[src/rtl/pe_phase_sequencer_if.sv]
// Control bundle between the phase sequencer (slave) and whoever starts it and
// consumes the decoded PE / storage controls (master).
interface pe_phase_sequencer_if;
    logic       start_i;
    logic       hold_i;
    logic       abort_i;
    logic       busy_o;
    logic       done_o;
    logic [4:0] phase_o;
    logic [3:0] pass_o;
    logic       pe_ce_o;
    logic [1:0] pe0_valid_o;
    logic [1:0] pe1_valid_o;
    logic [1:0] pe0_scheme_o;
    logic [1:0] pe1_scheme_o;
    logic [1:0] rd_row_o;
    logic [1:0] rd_col_o;
    logic       src_sel_o;
    logic       swap_o;
    logic       wb_en_o;
    logic [1:0] wb_row_o;
    logic [1:0] wb_col_o;
    logic       wb_swap_o;

    modport slave (
        input  start_i, hold_i, abort_i,
        output busy_o, done_o, phase_o, pass_o, pe_ce_o,
        output pe0_valid_o, pe1_valid_o, pe0_scheme_o, pe1_scheme_o,
        output rd_row_o, rd_col_o, src_sel_o, swap_o,
        output wb_en_o, wb_row_o, wb_col_o, wb_swap_o
    );

    modport master (
        output start_i, hold_i, abort_i,
        input  busy_o, done_o, phase_o, pass_o, pe_ce_o,
        input  pe0_valid_o, pe1_valid_o, pe0_scheme_o, pe1_scheme_o,
        input  rd_row_o, rd_col_o, src_sel_o, swap_o,
        input  wb_en_o, wb_row_o, wb_col_o, wb_swap_o
    );
endinterface

[src/rtl/pe_phase_sequencer.sv]
// Sequences the 12-phase issue / nullify / drain schedule of a two-PE
// bidiagonalization array over PASSES passes and decodes per-phase controls.
module pe_phase_sequencer #(
    parameter int unsigned PASSES = 1,
    parameter int unsigned PHASES = 12
) (
    input logic                 clk,
    input logic                 rst_n,
    pe_phase_sequencer_if.slave ctrl_io
);

    localparam logic [4:0] LastPhase = 5'(PHASES - 1);
    localparam logic [3:0] LastPass  = 4'(PASSES - 1);

    localparam logic [1:0] SchToReal  = 2'd0;
    localparam logic [1:0] SchRotate  = 2'd1;
    localparam logic [1:0] SchNullify = 2'd2;
    localparam logic [1:0] SchRelated = 2'd3;

    typedef enum logic [1:0] {StIdle, StRun, StDone} state_e;

    state_e     state_q;
    logic [4:0] phase_q;
    logic [3:0] pass_q;

    always_ff @(posedge clk or negedge rst_n) begin
        if (!rst_n) begin
            state_q <= StIdle;
            phase_q <= '0;
            pass_q  <= '0;
        end else if (ctrl_io.abort_i) begin
            state_q <= StIdle;
            phase_q <= '0;
            pass_q  <= '0;
        end else begin
            unique case (state_q)
                StIdle: begin
                    if (ctrl_io.start_i) begin
                        state_q <= StRun;
                        phase_q <= '0;
                        pass_q  <= '0;
                    end
                end
                StRun: begin
                    if (!ctrl_io.hold_i) begin
                        if (phase_q == LastPhase) begin
                            phase_q <= '0;
                            if (pass_q == LastPass) begin
                                state_q <= StDone;
                                pass_q  <= '0;
                            end else begin
                                pass_q <= pass_q + 4'd1;
                            end
                        end else begin
                            phase_q <= phase_q + 5'd1;
                        end
                    end
                end
                StDone:  state_q <= StIdle;
                default: state_q <= StIdle;
            endcase
        end
    end

    logic       run;
    logic [1:0] blk;
    logic [1:0] blk_row;
    logic [1:0] blk_col;

    assign run     = (state_q == StRun);
    // Each 4-phase group walks the 2x2 grid of blocks in row-major order.
    assign blk     = phase_q[1:0];
    assign blk_row = {blk[1], 1'b0};
    assign blk_col = {blk[0], 1'b0};

    assign ctrl_io.busy_o  = run;
    assign ctrl_io.done_o  = (state_q == StDone);
    assign ctrl_io.phase_o = phase_q;
    assign ctrl_io.pass_o  = pass_q;
    assign ctrl_io.pe_ce_o = !(run && ctrl_io.hold_i);

    always_comb begin
        ctrl_io.pe0_valid_o  = '0;
        ctrl_io.pe1_valid_o  = '0;
        ctrl_io.pe0_scheme_o = '0;
        ctrl_io.pe1_scheme_o = '0;
        ctrl_io.rd_row_o     = '0;
        ctrl_io.rd_col_o     = '0;
        ctrl_io.src_sel_o    = 1'b0;
        ctrl_io.swap_o       = 1'b0;
        ctrl_io.wb_en_o      = 1'b0;
        ctrl_io.wb_row_o     = '0;
        ctrl_io.wb_col_o     = '0;
        ctrl_io.wb_swap_o    = 1'b0;
        if (run) begin
            if (phase_q < 5'd4) begin
                ctrl_io.pe0_valid_o  = 2'b11;
                ctrl_io.pe1_valid_o  = 2'b11;
                ctrl_io.rd_row_o     = blk_row;
                ctrl_io.rd_col_o     = blk_col;
                ctrl_io.pe0_scheme_o = blk[0] ? SchRotate : SchToReal;
                ctrl_io.pe1_scheme_o = SchRotate;
            end else if (phase_q < 5'd8) begin
                ctrl_io.pe0_valid_o  = 2'b11;
                ctrl_io.pe1_valid_o  = 2'b11;
                ctrl_io.src_sel_o    = 1'b1;
                ctrl_io.rd_row_o     = blk_row;
                ctrl_io.rd_col_o     = blk_col;
                ctrl_io.pe0_scheme_o = blk[0] ? SchRelated : SchNullify;
                ctrl_io.pe1_scheme_o = SchRelated;
                ctrl_io.swap_o       = blk[1];
                ctrl_io.wb_en_o      = 1'b1;
                ctrl_io.wb_row_o     = blk_row;
                ctrl_io.wb_col_o     = blk_col;
            end else if (phase_q < 5'd12) begin
                ctrl_io.wb_en_o      = 1'b1;
                ctrl_io.wb_row_o     = blk_row;
                ctrl_io.wb_col_o     = blk_col;
                ctrl_io.wb_swap_o    = blk[1];
            end
            // A stall only suppresses side effects; addresses and schemes stay put.
            if (ctrl_io.hold_i) begin
                ctrl_io.pe0_valid_o = '0;
                ctrl_io.pe1_valid_o = '0;
                ctrl_io.wb_en_o     = 1'b0;
            end
        end
    end

endmodule

[src/flat_wrapper.sv]
// flat-port wrapper written by rule: the top's interface ports become plain ports
module pe_phase_sequencer_flat 
#(
    parameter int unsigned PASSES = 1,
    parameter int unsigned PHASES = 12
)
  (clk, rst_n, ctrl_io_start_i, ctrl_io_hold_i, ctrl_io_abort_i, ctrl_io_busy_o, ctrl_io_done_o, ctrl_io_phase_o, ctrl_io_pass_o, ctrl_io_pe_ce_o, ctrl_io_pe0_valid_o, ctrl_io_pe1_valid_o, ctrl_io_pe0_scheme_o, ctrl_io_pe1_scheme_o, ctrl_io_rd_row_o, ctrl_io_rd_col_o, ctrl_io_src_sel_o, ctrl_io_swap_o, ctrl_io_wb_en_o, ctrl_io_wb_row_o, ctrl_io_wb_col_o, ctrl_io_wb_swap_o);
  pe_phase_sequencer_if ctrl_io_i ();
  input logic clk;
  input logic rst_n;
  input wire logic [$bits(ctrl_io_i.start_i)-1:0] ctrl_io_start_i;
  input wire logic [$bits(ctrl_io_i.hold_i)-1:0] ctrl_io_hold_i;
  input wire logic [$bits(ctrl_io_i.abort_i)-1:0] ctrl_io_abort_i;
  output wire logic [$bits(ctrl_io_i.busy_o)-1:0] ctrl_io_busy_o;
  output wire logic [$bits(ctrl_io_i.done_o)-1:0] ctrl_io_done_o;
  output wire logic [$bits(ctrl_io_i.phase_o)-1:0] ctrl_io_phase_o;
  output wire logic [$bits(ctrl_io_i.pass_o)-1:0] ctrl_io_pass_o;
  output wire logic [$bits(ctrl_io_i.pe_ce_o)-1:0] ctrl_io_pe_ce_o;
  output wire logic [$bits(ctrl_io_i.pe0_valid_o)-1:0] ctrl_io_pe0_valid_o;
  output wire logic [$bits(ctrl_io_i.pe1_valid_o)-1:0] ctrl_io_pe1_valid_o;
  output wire logic [$bits(ctrl_io_i.pe0_scheme_o)-1:0] ctrl_io_pe0_scheme_o;
  output wire logic [$bits(ctrl_io_i.pe1_scheme_o)-1:0] ctrl_io_pe1_scheme_o;
  output wire logic [$bits(ctrl_io_i.rd_row_o)-1:0] ctrl_io_rd_row_o;
  output wire logic [$bits(ctrl_io_i.rd_col_o)-1:0] ctrl_io_rd_col_o;
  output wire logic [$bits(ctrl_io_i.src_sel_o)-1:0] ctrl_io_src_sel_o;
  output wire logic [$bits(ctrl_io_i.swap_o)-1:0] ctrl_io_swap_o;
  output wire logic [$bits(ctrl_io_i.wb_en_o)-1:0] ctrl_io_wb_en_o;
  output wire logic [$bits(ctrl_io_i.wb_row_o)-1:0] ctrl_io_wb_row_o;
  output wire logic [$bits(ctrl_io_i.wb_col_o)-1:0] ctrl_io_wb_col_o;
  output wire logic [$bits(ctrl_io_i.wb_swap_o)-1:0] ctrl_io_wb_swap_o;
  assign ctrl_io_i.start_i = ctrl_io_start_i;
  assign ctrl_io_i.hold_i = ctrl_io_hold_i;
  assign ctrl_io_i.abort_i = ctrl_io_abort_i;
  assign ctrl_io_busy_o = ctrl_io_i.busy_o;
  assign ctrl_io_done_o = ctrl_io_i.done_o;
  assign ctrl_io_phase_o = ctrl_io_i.phase_o;
  assign ctrl_io_pass_o = ctrl_io_i.pass_o;
  assign ctrl_io_pe_ce_o = ctrl_io_i.pe_ce_o;
  assign ctrl_io_pe0_valid_o = ctrl_io_i.pe0_valid_o;
  assign ctrl_io_pe1_valid_o = ctrl_io_i.pe1_valid_o;
  assign ctrl_io_pe0_scheme_o = ctrl_io_i.pe0_scheme_o;
  assign ctrl_io_pe1_scheme_o = ctrl_io_i.pe1_scheme_o;
  assign ctrl_io_rd_row_o = ctrl_io_i.rd_row_o;
  assign ctrl_io_rd_col_o = ctrl_io_i.rd_col_o;
  assign ctrl_io_src_sel_o = ctrl_io_i.src_sel_o;
  assign ctrl_io_swap_o = ctrl_io_i.swap_o;
  assign ctrl_io_wb_en_o = ctrl_io_i.wb_en_o;
  assign ctrl_io_wb_row_o = ctrl_io_i.wb_row_o;
  assign ctrl_io_wb_col_o = ctrl_io_i.wb_col_o;
  assign ctrl_io_wb_swap_o = ctrl_io_i.wb_swap_o;
  pe_phase_sequencer #(.PASSES(PASSES), .PHASES(PHASES)) u_core (.clk(clk), .rst_n(rst_n), .ctrl_io(ctrl_io_i));
endmodule
[config.mk]
export PLATFORM = sky130hd
export DESIGN_NAME = pe_phase_sequencer_flat
export DESIGN_NICKNAME = d
export VERILOG_FILES = /design/src/rtl/pe_phase_sequencer_if.sv /design/src/rtl/pe_phase_sequencer.sv /design/src/flat_wrapper.sv
export SDC_FILE = /design/constraint.sdc
export NUM_CORES = 1
export LEC_CHECK = 0
export ABC_AREA = 1
export BUFFER_PORTS_ARGS = -buffer_cell sky130_fd_sc_hd__buf_2
export CORE_MARGIN = 10
export CORE_UTILIZATION = 35
export CTS_CLUSTER_DIAMETER = 80
export DETAILED_ROUTE_END_ITERATION = 8
export GPL_TIMING_DRIVEN = 0
export HOLD_SLACK_MARGIN = 0.05
export PLACE_DENSITY = 0.73
export SETUP_SLACK_MARGIN = 0.1
export SKIP_CTS_REPAIR_TIMING = 1
export SLEW_MARGIN = 20
export SYNTH_ARGS = -nofsm -noshare
export SYNTH_HDL_FRONTEND = slang
export SYNTH_SLANG_ARGS = --single-unit
export TNS_END_PERCENT = 5
[constraint.sdc]
create_clock -name clk -period 1.5 [get_ports clk]
set_input_delay 0 -clock clk [delete_from_list [all_inputs] [get_ports clk]]
set_output_delay 0 -clock clk [all_outputs]
set_load 0.02 [all_outputs]
==> summary.md, run 1 <==
| Metric | Value |
|---|---|
| Synth area leader | `dfrtp_1` |
| Core box area | `approximately 2400 um2` |
| Unrepaired setup endpoints after global routing | `yes` |
| Clock Latency Late Sink | `around 260 ps` |
| Crit share post-route | `between 90% and 100%` |
| WHS | `approximately 140 ps` |
| Root Driver | `clkbuf_4` |
| Max-slew violations | `0` |
| Final setup viols | `0` |
| CTS Buf Count | `3` |
| Slowest-stage cell, CP | `dfrtp_2` |
| Initial detailed-routing violation count | `35` |
| Cell area after synthesis | `just under 900 um2` |
| NetSw | `0.3117 mW` |
| Post-DR wirelength/cell | `between 10 and 15 um` |
| Via density | `about 4.5` |
| Dpl cells | `approximately 190` |
| Pwr/cell area | `659.3 nW/um2` |
| Sw frac | `36.94%` |
| Worst reg2reg setup slack | `approximately 190 ps` |
| Length of the first detailed-routing pass in iterations | `3` |
| Final critical-path required period | `roughly 1400 ps` |
| Fin Setup TNS | `0 ps` |
| DRC violations left | `0` |
| Die W | `approximately 70 um` |
| # rows | `18` |
| Gate Count Post-Synth | `129` |
| Count of cell types in the netlist | `21` |
| Clk sink count | `11` |
| GRT Total Usage | `around a tenth` |
| Hpwl dp | `1980 um` |
| Pwr Total | `about 0.84 mW` |
| Status | `finished, final reports clean` |
| Clock transition at the registers of the reported paths | `70 ps` |
| Placed cell areas | `1089 um2` |
| Seq pwr share | `slightly below 40%` |
| Post-route cell area | `between 1000 and 1500 um2` |
| Top delay family on crit path | `flip-flops` |
| Final core utilization | `about 53%` |
| Layout cells sized above 1 | `between 40% and 50%` |
| Area fraction of the dominant cell type after synthesis | `between 30% and 40%` |
| DP Worst Slack | `about 33 ps` |
| H-tree depth | `1` |
| Worst path required time | `~1500 ps` |
| Max incr delay on CP | `around 440 ps` |
| Synthesis Warnings | `0` |
| Remaining global-route overflow | `0` |
| Number of global-route vias before repair | `924` |
| Largest cells by area after synthesis | `dfrtp_1 31%, nand2_1 15%, buf_4 8.6%, nor2_1 8.2%, inv_1 6.4%` |
| Largest net degree at the start of global routing | `12` |
| Port buffer count | `32` |
| Combinational power share | `between 30% and 40%` |
| Peak Freq | `0.7155 GHz` |
| Setup CP Type | `flop to output pin` |
| Hold Fails Final Rpt | `0` |
| Total number of vias | `between 900 and 1k` |
| Antenna violations before repair | `0` |
| Global-route wire length before repair | `about 4100 um` |
| HP Class | `input port to async pin` |
| Arr. time, crit path | `roughly 1400 ps` |
| Area growth syn-to-layout | `46.35%` |
| CP Launch Type | `flop` |
| Clock buffer depth | `2` |
| Reg2Reg Depth | `8` |
| CP endpoint kind | `output pin` |
| Clock power share | `about a quarter` |
| Clk_skew | `just under 0.7 ps` |
| Routed WL | `~2600 um` |
| Layout Nets | `around 180` |
| Pint | `between 0.5 and 0.6 mW` |
| Final cell count without fillers | `between 200 and 250` |
| Antenna fix cells | `0` |
| Final GP Congestion | `around 0.83` |
| Yosys reg bits | `11` |
| Initial Util | `35.96%` |
| Reg-to-Reg End | `u_core.state_q[0]` |
| Critical path buffer and inverter count | `3` |
| Max-cap violations | `0` |
| Worst vdd ir | `between 0.0004 and 0.0005 V` |
| I/O pin cnt | `37` |
| Largest fanout on the critical path | `5` |
| Seq/Total Area, Yosys | `about a third` |
| Post-route ant nets | `0` |
| DIE AREA | `between 4000 and 5000 um2` |
| Setup slack after layout | `around 100 ps` |
| TritonCTS clock tree | `yes` |
| Crit path cell chain | `nor2_4 > inv_4 > nor3_4 > buf_4 > buf_6` |
| Avg Cell Area, Syn | `between 6 and 7 um2` |
| Worst R2R Start | `u_core.ctrl_io.phase_o[0]` |
| Die H | `~70 um` |
| P_leak | `just under 0.7 nW` |
-- worst max-delay path by stage --
stage | from | to | slack [ps] | depth (start not counted)
6_report | u_core.ctrl_io.phase_o[4] | ctrl_io_pe1_valid_o[0] | 100 | 5
5_1_grt | u_core.ctrl_io.phase_o[3] | ctrl_io_pe0_scheme_o[1] | -10 | 5
4_1_cts | u_core.ctrl_io.phase_o[3] | ctrl_io_pe0_valid_o[1] | -60 | 5
3_5_place_dp | u_core.ctrl_io.phase_o[1] | u_core.ctrl_io.pass_o[1] | 30 | 8
3_3_place_gp | u_core.ctrl_io.phase_o[1] | u_core.state_q[0] | 100 | 8
2_1_floorplan | u_core.ctrl_io.phase_o[3] | ctrl_io_rd_col_o[1] | -40 | 4
-- per-layer routing --
| layer | track usage (%) | vias up | wire [um] | part of all wire, % |
|---|---|---|---|---|
| li1 | - | 483 | - | - |
| met1 | 11.35 | 399 | 1149 | 44 |
| met2 | 15.11 | 33 | 1242 | 48 |
| met3 | 4.237 | 0 | 220 | 8.4 |
| met4 | 2.412 | 0 | 0 | 0 |
| met5 | 0 | - | 0 | 0 |
-- cells in the mapped netlist, drive strengths merged --
master,count
xnor2,1
nand2,37
nand4,2
clkinv,1
inv,16
o21ai,6
xor2,2
dfrtp,11
conb,1
a21oi,1
buf,10
nor3,7
nor2,22
nand3,8
nand3b,1
ha,3
-- worst register-to-register path: cells and delay by family, from the launching register on --
kind          cells  cell delay, ps
fa+ha+maj         1             180
flops             1             430
simple gates      6             520
buf+inv           1              70
-- cell usage in the layout, fill, tap and decap left out, drive strengths merged --
cell type,count
o21ai,6
dfrtp,11
nor2,22
nor3,7
xor2,2
nand3b,1
conb,4
ha,3
nand3,8
clkbuf,4
nand4,2
inv,16
xnor2,1
dlygate4sd3,2
a21oi,1
clkinv,1
nand2,37
buf,47
-- cell type report --
type | count | area, um2
tap | 30 | 37.54
multi-input combinational | 94 | 548.0
inverter | 17 | 67.56
clock buffer | 4 | 26.28
sequential | 11 | 281.5
timing repair buffer | 39 | 244.0
fill | 241 | 1152
buffer | 10 | 75.07
-- power groups by stage --
stage / logic, mW / clock network, mW / registers [mW]
6_report: 0.317 / 0.200 / 0.327
5_1_grt: 0.349 / 0.230 / 0.329
4_1_cts: 0.259 / 0.207 / 0.321
3_5_place_dp: 0.259 / 0 / 0.327
3_3_place_gp: 0.254 / 0 / 0.326
2_1_floorplan: 0.181 / 0 / 0.331
-- sequential cells by signal, indices dropped and copies added (netlist names) --
signal,count
u_core.state_q,2
u_core.ctrl_io.pass_o,4
u_core.ctrl_io.phase_o,5
-- cell families after synthesis --
family          after synthesis  share of synthesized area (%)
flops                        11                          31.47
buf+inv                      27                          16.02
compound gates                7                          4.005
xor+xnor                      3                          3.005
other cells                   1                         0.4288
fa+ha+maj                     3                          4.292
simple gates                 77                          40.77
No activity file was read; power rests on OpenSTA's default activity.
==> run 2: changes to the inputs <==
- CORE_UTILIZATION: 35 -> 40
- PLACE_DENSITY: 0.73 -> 0.8
==> run 2 against run 1 <==
Compared with the run above: global-route usage rose by 1.0 points; via count rose by 8.6%; worst setup slack barely moved; highest routed layer is now met4.
==> summary.md, run 2 (synthesized netlist as in run 1, its figures left out) <==
| Metric | Value |
|---|---|
| Fillers | `178 (was 241)` |
| Arr. time, crit path | `1400 ps (about the same)` |
| Combinational power share | `39.0% (was 37.6%)` |
| Global-route wire length before repair | `3781 um (was 4119 um)` |
| Clock buffer depth | `2 (unchanged)` |
| Clock transition at the registers of the reported paths | `80 ps (was 70 ps)` |
| HP Class | `input port to flop (was input port to async pin)` |
| H-tree depth | `1 (unchanged)` |
| Largest fanout on the critical path | `4 (was 5)` |
| Reg2Reg Depth | `8 (unchanged)` |
| # rows | `16 (was 18)` |
| Layout cells sized above 1 | `44.38% (was 45.14%)` |
| CP Depth | `5 (unchanged)` |
| Number of global-route vias before repair | `890 (was 924)` |
| DP Worst Slack | `76.00 ps (was 33.21 ps)` |
| Via density | `4.849 (was 4.463)` |
| Most common cell after layout, fill and taps aside | `nand2_1 (unchanged)` |
| Seq pwr share | `37.1% (was 38.7%)` |
| Max layer used | `met4 (was met3)` |
| Pwr/cell area | `671.2 nW/um2 (was 659.3 nW/um2)` |
| Status | `finished, final reports clean (unchanged)` |
| I/O pin cnt | `37 (unchanged)` |
| Largest net degree at the start of global routing | `12 (unchanged)` |
| Die W | `66.76 um (was 69.99 um)` |
| Clock Latency Late Sink | `270 ps (was 260 ps)` |
| Final core utilization | `64.98% (was 52.62%)` |
| Crit share post-route | `93.21% (was 93.18%)` |
| Most frequent cells in the layout | `33 x nand2_1, 26 x buf_2, 18 x buf_4 (was 31 x nand2_1, 26 x buf_2, 18 x buf_4)` |
| Total number of vias | `994 (was 915)` |
| Final setup viols | `0 (unchanged)` |
| Sw frac | `37.36% (was 36.94%)` |
| Hold Fails Final Rpt | `0 (unchanged)` |
| Antenna violations before repair | `0 (unchanged)` |
| WHS | `103.6 ps (was 137.7 ps)` |
| Worst vdd ir | `0.0005366 V (was 0.0004791 V)` |
| Core box area | `2022 um2 (was 2432 um2)` |
| Setup slack after layout | `101.9 ps (was 102.3 ps)` |
| Layout Nets | `187 (was 184)` |
| Clk_skew | `4.588 ps (was 0.6739 ps)` |
| CP Launch Type | `flop (unchanged)` |
| GRT Total Usage | `10.53% (was 9.511%)` |
| Slowest-stage cell, CP | `dfrtp_1 (was dfrtp_2)` |
| CP endpoint kind | `output pin (unchanged)` |
| DRC violations left | `0 (unchanged)` |
| Clock power share | `23.9% (was 23.7%)` |
| WL met2 | `1242 um (unchanged)` |
| CTS Buf Count | `3 (unchanged)` |
| NetSw | `0.3295 mW (was 0.3117 mW)` |
| Final critical-path required period | `1398 ps (about the same)` |
| Met1 Wirelength | `1054 um (was 1149 um)` |
| WHS Path Cells | `4` |
| CP most frequent cell | `buf_4` |
| Top delay family on crit path | `buffers and inverters (was flip-flops)` |
| Crit path cell chain | `buf_4 > inv_1 > nor3_2 > buf_4 > buf_2 (was nor2_4 > inv_4 > nor3_4 > buf_4 > buf_6)` |
| P_leak | `0.7027 nW (was 0.6835 nW)` |
| Max reg flops | `5 (unchanged)` |
| Max incr delay on CP | `430 ps (was 440 ps)` |
| Port buffer count | `32 (unchanged)` |
| Post-DR wirelength/cell | `12.90 um (was 12.74 um)` |
| Final GP Congestion | `0.8824 (was 0.8325)` |
| Setup CP Type | `flop to output pin (unchanged)` |
| Initial Util | `43.25% (was 35.96%)` |
| Antenna fix cells | `0 (unchanged)` |
| Pwr Total | `0.8818 mW (was 0.8439 mW)` |
| Unrepaired setup endpoints after global routing | `yes (unchanged)` |
| Max-cap violations | `0 (unchanged)` |
| Pint | `0.5524 mW (was 0.5322 mW)` |
| Peak Freq | `0.7153 GHz (was 0.7155 GHz)` |
| DIE AREA | `4457 um2 (was 4899 um2)` |
| Clk sink count | `11 (unchanged)` |
| Worst path required time | `1500 ps (about the same)` |
| Length of the first detailed-routing pass in iterations | `4 (was 3)` |
| Area growth syn-to-layout | `50.21% (was 46.35%)` |
| Hpwl dp | `1903 um (was 1980 um)` |
| Initial detailed-routing violation count | `30 (was 35)` |
| Remaining global-route overflow | `0 (unchanged)` |
| Max-slew violations | `0 (unchanged)` |
| Routed WL | `2644 um (was 2612 um)` |
| Critical path buffer and inverter count | `4 (was 3)` |
| TritonCTS clock tree | `yes (unchanged)` |
| Post-route ant nets | `0 (unchanged)` |
| Root Driver | `clkbuf_4 (unchanged)` |
| Routed wl met3 | `311 um (was 220 um)` |
| Die H | `66.76 um (was 69.99 um)` |
## run 2: cell types whose count changed in the layout (fill, tap and decap cells not counted), sizes merged
cell / delta
buf: +3
## run 2: power by group through the flow
stage	sequential [mW]	combinational (mW)	clock (mW)
2_1_floorplan	0.331	0.181	0
4_1_cts	0.321	0.258	0.209
3_3_place_gp	0.326	0.252	0
3_5_place_dp	0.327	0.257	0
6_report	0.327	0.344	0.211
5_1_grt	0.329	0.369	0.231
## run 2: cell type report
class	instances	area [um2]	share of cell area, %
buffer	10	75.07	5.714
clock buffer	4	26.28	2.000
inverter	17	67.56	5.143
multi-input combinational	94	543.0	41.33
sequential	11	281.5	21.43
tap	27	33.78	2.571
timing repair buffer	42	286.5	21.81
## run 2: metal layers
layer,global-route usage [%],up-vias
met5,0,-
met4,4.974,0
met1,10.38,455
li1,-,487
met2,17.65,47
met3,5.686,5
## run 2: path summary, 6_finish.rpt
kind,start,to,slack (ps)
max in group asynchronous,rst_n,u_core.ctrl_io.phase_o[2],1120
worst max register to register,u_core.ctrl_io.phase_o[0],u_core.state_q[0],140
worst min-delay path,ctrl_io_abort_i,u_core.ctrl_io.phase_o[2],100
min in group asynchronous,rst_n,u_core.ctrl_io.pass_o[0],140
worst max-delay path,u_core.ctrl_io.phase_o[0],ctrl_io_rd_col_o[1],100
worst min register to register,u_core.ctrl_io.pass_o[3],u_core.ctrl_io.pass_o[3],560
## run 2: per-stage QoR
stage / instance area [um2] / cells / setup TNS, ps
after floorplan: 890.9 / 132 / -43.33
after global placement: 1085 / 191 / 0
after detailed placement: 1085 / 191 / 0
after CTS: 1111 / 195 / -262.9
after global routing: 1314 / 205 / 0
final: 1314 / 205 / 0
## run 2: worst register-to-register path: stages, from the launching register on
cell and delay, ps:
dfrtp_1 430, ha_4 180, nand2_1 70, nor2_2 170, inv_1 60, nand2_1 110, nand3b_1 110, nand2_1 70
nand2_1 40
